==> config.mk <==
export PLATFORM = sky130hd
export DESIGN_NAME = ext_stream
export DESIGN_NICKNAME = d
export VERILOG_FILES = /design/src/rtl/ext_stream.sv
export SDC_FILE = /design/constraint.sdc
export NUM_CORES = 1
export LEC_CHECK = 0
export CORE_ASPECT_RATIO = 1.25
export CORE_MARGIN = 5
export CORE_UTILIZATION = 56
export DETAILED_ROUTE_END_ITERATION = 8
export PLACE_DENSITY = 0.79
export SETUP_SLACK_MARGIN = 0.05
export SYNTH_ARGS = -nofsm -noshare
export SYNTH_HDL_FRONTEND = slang
export SYNTH_SLANG_ARGS = --single-unit
==> constraint.sdc <==
create_clock -name clk -period 8.3 [get_ports clk]
set_input_delay 0.83 -clock clk [delete_from_list [all_inputs] [get_ports clk]]
set_output_delay 0.83 -clock clk [all_outputs]
set_load 0.02 [all_outputs]
==> src/rtl/ext_stream.sv <==
// Immediate extender with a DEPTH-entry output FIFO and valid/ready handshakes on both sides.
// Results are extended at push time, so the FIFO stores extended values rather than raw immediates.
module ext_stream #(
    parameter int unsigned IN_W  = 16,
    parameter int unsigned OUT_W = 32,
    parameter int unsigned DEPTH = 4
) (
    input  logic                       clk,
    input  logic                       reset,
    input  logic                       in_valid,
    output logic                       in_ready,
    input  logic [IN_W-1:0]            imm,
    input  logic [1:0]                 EOp,
    output logic                       out_valid,
    input  logic                       out_ready,
    output logic [OUT_W-1:0]           ext,
    output logic [$clog2(DEPTH+1)-1:0] count
);

    localparam int unsigned PtrW = $clog2(DEPTH);
    localparam int unsigned CntW = $clog2(DEPTH + 1);

    logic [OUT_W-1:0] mem_q [DEPTH];
    logic [PtrW-1:0]  wr_ptr_q, rd_ptr_q;
    logic [CntW-1:0]  count_q, count_d;
    logic [OUT_W-1:0] sext, zext, upper, ext_val;
    logic             push, pop;

    assign sext  = {{(OUT_W-IN_W){imm[IN_W-1]}}, imm};
    assign zext  = {{(OUT_W-IN_W){1'b0}}, imm};
    assign upper = {imm, {(OUT_W-IN_W){1'b0}}};

    always_comb begin
        ext_val = '0;
        unique case (EOp)
            2'd0: ext_val = sext;
            2'd1: ext_val = zext;
            2'd2: ext_val = upper;
            2'd3: ext_val = sext << 2;
            default: ext_val = '0;
        endcase
    end

    // Flags come from registered count only, so in_ready never depends on out_ready.
    assign in_ready  = (count_q != CntW'(DEPTH));
    assign out_valid = (count_q != '0);
    assign push      = in_valid && in_ready;
    assign pop       = out_valid && out_ready;
    assign ext       = out_valid ? mem_q[rd_ptr_q] : '0;
    assign count     = count_q;

    always_comb begin
        count_d = count_q;
        case ({push, pop})
            2'b10:   count_d = count_q + CntW'(1);
            2'b01:   count_d = count_q - CntW'(1);
            default: count_d = count_q;
        endcase
    end

    // DEPTH is a power of two, so pointer increments wrap naturally.
    always_ff @(posedge clk) begin
        if (!reset) begin
            wr_ptr_q <= '0;
            rd_ptr_q <= '0;
            count_q  <= '0;
            for (int i = 0; i < DEPTH; i++) begin
                mem_q[i] <= '0;
            end
        end else begin
            if (push) begin
                mem_q[wr_ptr_q] <= ext_val;
                wr_ptr_q        <= wr_ptr_q + PtrW'(1);
            end
            if (pop) begin
                rd_ptr_q <= rd_ptr_q + PtrW'(1);
            end
            count_q <= count_d;
        end
    end

endmodule

Yosys cells after proc, flatten, opt, wreduce, memory -nomap -nowiden. Memories as Yosys holds them, arrays and structs flattened. A register that Yosys moved wholly into a read port is not among the register bits. Index checks and enable logic that the tools add are counted.

$add $sub $neg: 4. Equal/unequal tests: 6. Muxes and demuxes: 12. Reduce and logical (&&, ||, !) cells: 6.

Operators with widths (number): $pmux W32 S4 (1); $mux W32 (2); $reduce_or A32 Y1 (1); $eq A2 B2 Y1 const B (3); $mux W2 (3); $pmux W3 S2 (1); $mux W1 (5); $add A2 B1 Y2 const B (2); $eq A2 B1 Y1 const B (2); $add A3 B1 Y3 const B (1); $ne A3 B3 Y1 const B (1); $reduce_bool A3 Y1 (1); $sub A3 B1 Y3 const B (1); $logic_and A1 B1 Y1 (2); $logic_not A2 Y1 (1); $reduce_bool A2 Y1 (1).

Flip-flop bits (word level): 7. Memory bits (writable): 128. Input port bits: 22. Output and inout port bits: 37. Word-level logic and storage cells: 32. Memories kept: 1.

Memory list: mem_q (words 4, width 32, read ports 1, clocked after Yosys merged registers in 1, wr ports 4, RTL line 23) `logic [OUT_W-1:0] mem_q [DEPTH];`.

Logic depth before layout (Yosys ltp). Gate-level depths: netlist (run 1).

Depth after elaboration: 7. Depth in mapped cells: 9. Mapped depth without buffers: 8.

Least setup slack after synthesis (run 1). OpenSTA, ideal clock, no wires.

Path kind: input -> register. Start: input in_valid. End: memory mem_q[0][0] (enable). Library setup time: 0.470 ns. Data arrival time: 3.709 ns. Required time: 7.830 ns. Path slack: 4.121 ns. Stages on the path: 3. Path buffers: 1. Cell sequence: clkbuf_1 -> nand2_1 -> o31ai_1.

RTL lines: start: declaration (RTL line 10) `input logic in_valid,`; end: declaration (RTL line 23).

==> flow_summary.ini, run 1 <==
[clock_network]
worst_skew_pair.late_latency_ns = 0.41
cts_tree = done
cts_buffer_depth = 2
cts.clk_slew.worst_paths_ns = 0.05
hold_buffers = 0
cts_max_level = 4
cts_setup_buffers = 0
clk_root_buffer_cell = sky130_fd_sc_hd__clkbuf_16
number_of_cts_inserted_buffers = 17
cts.sink_count = 137
cts.repair.resized = 0

[setup_path]
arrival_time_worst_endpoint_ns = 2.59
path_depth_of_the_worst_reg2reg_path = 5
critical_path.max_fanout = 32
setup.worst_path.start_class = flop
endpoint_kind = primary output
setup.reg_to_reg.worst_slack_ns = 5.52
critPathCapture = ext[25]
worst-setup-path-type = flop to primary output
r2r-start = count[2]$_SDFFE_PN0P_
reg_to_reg_endpoint = mem_q[2][13]$_SDFFCE_PN0P_
timing.critical_path.required_ns = 7.47

[route]
detail_route.wirelength_um = 14100
routed_via_density = 5.80
post-route-drc-count = 0
drt_iter0_drc = 237
num_vias = 3910
first_drt_pass_iteration_count = 4
antenna_violating_nets_post_route = 0
route.detailed.wl_per_inst_um = 21.0

[placement]
numPortBuffers = 58
gp_routability_congestion = 0.782
place.detailed.hpwl_um = 8700
pre_cts_ws_ns = 4.64

[sta]
slew_viol_final = 0
max-slew-margin-rel_pct = 34.6
setup_tns_ns = 0
max_clock_freq_mhz = 292
worst_slack_ns = 4.88
finClkSkew_ns = 0.00598
report.final.hold_viol_count = 0
rsz0062_at_grt = no
setup_viol = 0
min_period_over_period_pct = 41.2
fin_crit_ns = 3.42
worst-slew-pin-transition_ns = 0.978

[final_layout]
layout-drive-gt1-share_pct = 16.1
nFillCells = 792
most_common_cell_after_layout_fill_and_taps_aside = sky130_fd_sc_hd__edfxtp_1
layout_utilization_pct = 67.9
layout-area-overhead-vs-synth_pct = 18.4
number_of_antenna_cells_inserted = 0
mostFrequentLayoutCells = sky130_fd_sc_hd__edfxtp_1, sky130_fd_sc_hd__nor2_1, sky130_fd_sc_hd__clkdlybuf4s50_1
nNetsFinal = 551

[logic_synthesis]
mappedNetlistArea_um2 = 6420
avgSynthCellArea_um2 = 13.5
synth.top_cells.by_area = sky130_fd_sc_hd__edfxtp_1, sky130_fd_sc_hd__mux4_2, sky130_fd_sc_hd__nor2_1
post-synth-top-area-cell = sky130_fd_sc_hd__edfxtp_1
synth.top_cell.area_share_pct = 59.9
mappedNetlistNets = 501
synth_cells = 477
yosys.cell_types.count = 37
synth.yosys.seq_area_share_pct = 62.7
ys_seq_elements = 137
ys.warnings.count = 0

[hold_path]
hp-class = flop to flop
whs_path_cells = 2

[outcome]
result_of_the_run = finished, final reports clean

[floorplanning]
placementRows = 43
initial_utilization_pct = 57.3
die_h_um = 130
ioPinCount = 59
core_area_um2 = 11200
die-area_um2 = 13700
dieWidth_um = 106

[grt]
overflow = 0
grt_antenna_before_repair = 0
pin_count_of_the_biggest_net_entering_global_routing = 38
via_count_of_the_first_global_routing_pass = 4071
global_route.usage.total_pct = 21.9
grt_first_pass_wirelength_um = 22400

[pwr]
vdd_drop_max_mv = 0.228
power-per-cell-area_nw_per_um2 = 292
power.static_leakage_nw = 2.66
finalPower_w = 0.00222

[job]
drv_cap = 0
## per-stage QoR
step | hold WS (ns) | instance area (µm²) | cells
2_1_floorplan | 0.461 | 6420 | 477
5_1_grt | 0.515 | 7600 | 674
3_3_place_gp | 0.466 | 7030 | 643
6_report | 0.485 | 7600 | 674
4_1_cts | 0.492 | 7600 | 674
3_5_place_dp | 0.485 | 7030 | 643
## layer usage
metal | GRT usage, % | vias to the layer above | wire (µm)
met5 | 0 | - | 0
met4 | 8.77 | 0 | 293
met3 | 5.18 | 27 | 863
met2 | 38.3 | 144 | 7650
met1 | 26.6 | 1918 | 5310
li1 | - | 1821 | -
## cells in the mapped netlist, drive strengths merged
master / instances
nand4bb: 1
or3: 2
nor2b: 50
nand2b: 3
nor3b: 1
nor3: 5
and3: 1
and2: 3
ha: 1
nand4: 6
xor2: 1
edfxtp: 128
fa: 1
inv: 7
a21oi: 29
o21ai: 7
nand3: 1
a21boi: 2
clkbuf: 10
buf: 26
xnor2: 1
mux2i: 1
or3b: 1
mux2: 15
nand2: 9
nor2: 122
o31ai: 1
nor4: 1
dfxtp: 9
mux4: 32
## power breakdown
group | switching [W] | total, W | internal (W)
registers | 0.0000324 | 0.000869 | 0.000837
logic | 0.000328 | 0.000616 | 0.000287
clock network | 0.000267 | 0.000731 | 0.000465
total | 0.000627 | 0.00222 | 0.00159
## state kept, by name, indices dropped and copies added, names as in the netlist, named ones only
register and count:
mem_q 128, count 3, rd_ptr_q 2, wr_ptr_q 2
## final cells by class
type	instances	area [µm²]	share of cell area [%]
Inverter	7	26.3	0.346
Clock buffer	20	437	5.75
Sequential cell	137	4030	53.0
Multi-Input combinational cell	297	2160	28.5
Timing Repair Buffer	67	648	8.53
Tap cell	135	169	2.22
Clock inverter	11	130	1.71
## critical path, stage by stage (launching register included)
cell and delay (ns):
sky130_fd_sc_hd__dfxtp_2 0.31, sky130_fd_sc_hd__buf_4 0.52, sky130_fd_sc_hd__mux4_2 0.61, sky130_fd_sc_hd__nor2b_1 0.15
sky130_fd_sc_hd__clkdlybuf4s50_1 0.56
## worst min-delay path by stage
stage / start / slack [ns] / to
floorplan: rd_ptr_q[0]$_SDFFE_PN0P_ / 0.46 / flop
detailed placement: rd_ptr_q[0]$_SDFFE_PN0P_ / 0.48 / flop
global placement: rd_ptr_q[0]$_SDFFE_PN0P_ / 0.47 / flop
CTS: rd_ptr_q[0]$_SDFFE_PN0P_ / 0.49 / flop
finish: rd_ptr_q[0]$_SDFFE_PN0P_ / 0.48 / flop
global route: rd_ptr_q[0]$_SDFFE_PN0P_ / 0.51 / flop
## cell families (layout without fill, tap and decap cells)
logic type,count (synthesis),count (layout),synth area share [%]
mux,48,48,14.0
buf+inv,43,105,3.90
xor+xnor,2,2,0.273
simple gates,206,206,15.4
compound gates,39,39,3.16
fa+ha+maj,2,2,0.507
flops,137,137,62.7
Note: power is estimated with default switching activity, not from simulation.
==> run 2: changes to the inputs <==
clock period = 3.5 ns   (was 8.3 ns; I/O delays follow)
==> flow_summary.ini, run 2 (synthesis gave the netlist of run 1 again) <==
[final_layout]
nFillCells = 741
largest_reg_flops = 128
layout-area-overhead-vs-synth_pct = 20.7
layout-drive-gt1-share_pct = 17.9
regMostFlops = mem_q
most_common_cell_after_layout_fill_and_taps_aside = sky130_fd_sc_hd__edfxtp_1
number_of_antenna_cells_inserted = 0
nNetsFinal = 557
mostFrequentLayoutCells = sky130_fd_sc_hd__edfxtp_1, sky130_fd_sc_hd__nor2_1, sky130_fd_sc_hd__clkdlybuf4s50_1

[sta]
min_period_over_period_pct = 87.3
report.final.hold_viol_count = 0
setup_viol = 0
setup_tns_ns = 0
finClkSkew_ns = 0.00781
max_clock_freq_mhz = 327
worst-slew-pin-transition_ns = 0.895
fin_crit_ns = 3.06
max-slew-margin-rel_pct = 40.0
rsz0062_at_grt = no
slew_viol_final = 0

[grt]
grt_antenna_before_repair = 0
grt_first_pass_wirelength_um = 23300
global_route.usage.total_pct = 22.9
pin_count_of_the_biggest_net_entering_global_routing = 38
via_count_of_the_first_global_routing_pass = 4223
overflow = 0

[setup_path]
setup.reg_to_reg.worst_slack_ns = 0.89
setup.worst_path.start_class = flop
endpoint_kind = primary output
critical_path.max_fanout = 18
path_depth_of_the_worst_reg2reg_path = 8
arrival_time_worst_endpoint_ns = 2.71
timing.critical_path.required_ns = 3.15
r2r-start = count[2]$_SDFFE_PN0P_
reg_to_reg_endpoint = count[2]$_SDFFE_PN0P_
worst-setup-path-type = flop to primary output

[clock_network]
worst_skew_pair.late_latency_ns = 0.41
cts.sink_count = 137
cts_buffer_depth = 2
cts_setup_buffers = 0
number_of_cts_inserted_buffers = 17
cts.clk_slew.worst_paths_ns = 0.05
cts.repair.resized = 0
cts_tree = done
hold_buffers = 0
clk_root_buffer_cell = sky130_fd_sc_hd__clkbuf_16
cts_max_level = 4

[floorplanning]
ioPinCount = 59
initial_utilization_pct = 57.3
dieWidth_um = 106
core_area_um2 = 11200
placementRows = 43
die-area_um2 = 13700
die_h_um = 130

[hold_path]
whs_path_cells = 2
holdCritStartpoint = rd_ptr_q[0]$_SDFFE_PN0P_
hp-class = flop to flop

[route]
drt_iter0_drc = 317
post-route-drc-count = 0
first_drt_pass_iteration_count = 5
num_vias = 4022
route.detailed.wl_per_inst_um = 21.4
highest_layer = met4
routed_via_density = 5.91
wl_met3_um = 937
wirelength_met1_um = 5740
detail_route.wirelength_um = 14600
wl_met2_um = 7710
antenna_violating_nets_post_route = 0

[placement]
place.detailed.hpwl_um = 8720
gp_routability_congestion = 0.815
numPortBuffers = 58

[outcome]
result_of_the_run = finished, final reports clean

[pwr]
power.static_leakage_nw = 2.74
vdd_drop_max_mv = 0.730
power-per-cell-area_nw_per_um2 = 715
finalPower_w = 0.00553

[job]
drv_cap = 0
-- run 2: cell types whose count changed in the layout (fill, tap and decap cells not counted), sizes merged --
cell	before	now
clkinvlp	2	1
clkinv	6	7
bufinv	3	6
clkbuf	20	18
buf	9	15
-- run 2: worst max path at each step --
stage	from	endpoint	slack, ns	cells after the start
CTS	flop	ext[2]	0.38	4
floorplan	count[0]$_SDFFE_PN0P_	mem_q[0][0]$_SDFFCE_PN0P_	0.64	4
detailed placement	flop	ext[9]	0.82	4
global placement	flop	ext[11]	0.86	4
finish	flop	ext[2]	0.44	4
global route	flop	ext[11]	0.30	4
-- run 2: routing by layer --
layer,vias up,global-route usage (%)
met3,12,4.48
met1,2009,28.7
li1,1833,-
met4,0,6.86
met2,168,40.7
met5,-,0
-- run 2: cell type report --
class,count,area (µm²),share of cell area (%)
clock inverters,14,228,2.94
well taps,135,169,2.18
flip-flops and latches,137,4030,52.0
inverters,7,26.3,0.339
multi-input cells,297,2160,27.9
clock buffers,18,429,5.54
repair buffers,73,706,9.11
-- run 2: critical path, stage by stage (launching register included) --
cell	delay (ns)
sky130_fd_sc_hd__dfxtp_2	0.77
sky130_fd_sc_hd__buf_4	0.30
sky130_fd_sc_hd__mux4_2	0.51
sky130_fd_sc_hd__nor2b_1	0.15
sky130_fd_sc_hd__clkdlybuf4s50_1	0.57
-- run 2: power breakdown --
part	switching (W)	internal (W)	leakage [nW]
clock network	0.000649	0.00133	0.319
registers	0.000136	0.00198	1.41
logic	0.000736	0.000703	1.01
total	0.00152	0.00401	2.74
-- run 2: per-stage QoR --
step	worst slack, ns	cells	util (%)	instance area, µm²	hold WS [ns]
after CTS	0.382	681	69.2	7740	0.500
after detailed placement	0.820	649	63.3	7090	0.488
after floorplan	0.643	477	-	6420	0.461
after global routing	0.304	681	69.2	7740	0.538
final	0.444	681	69.2	7740	0.507
after global placement	0.855	649	63.3	7090	0.472
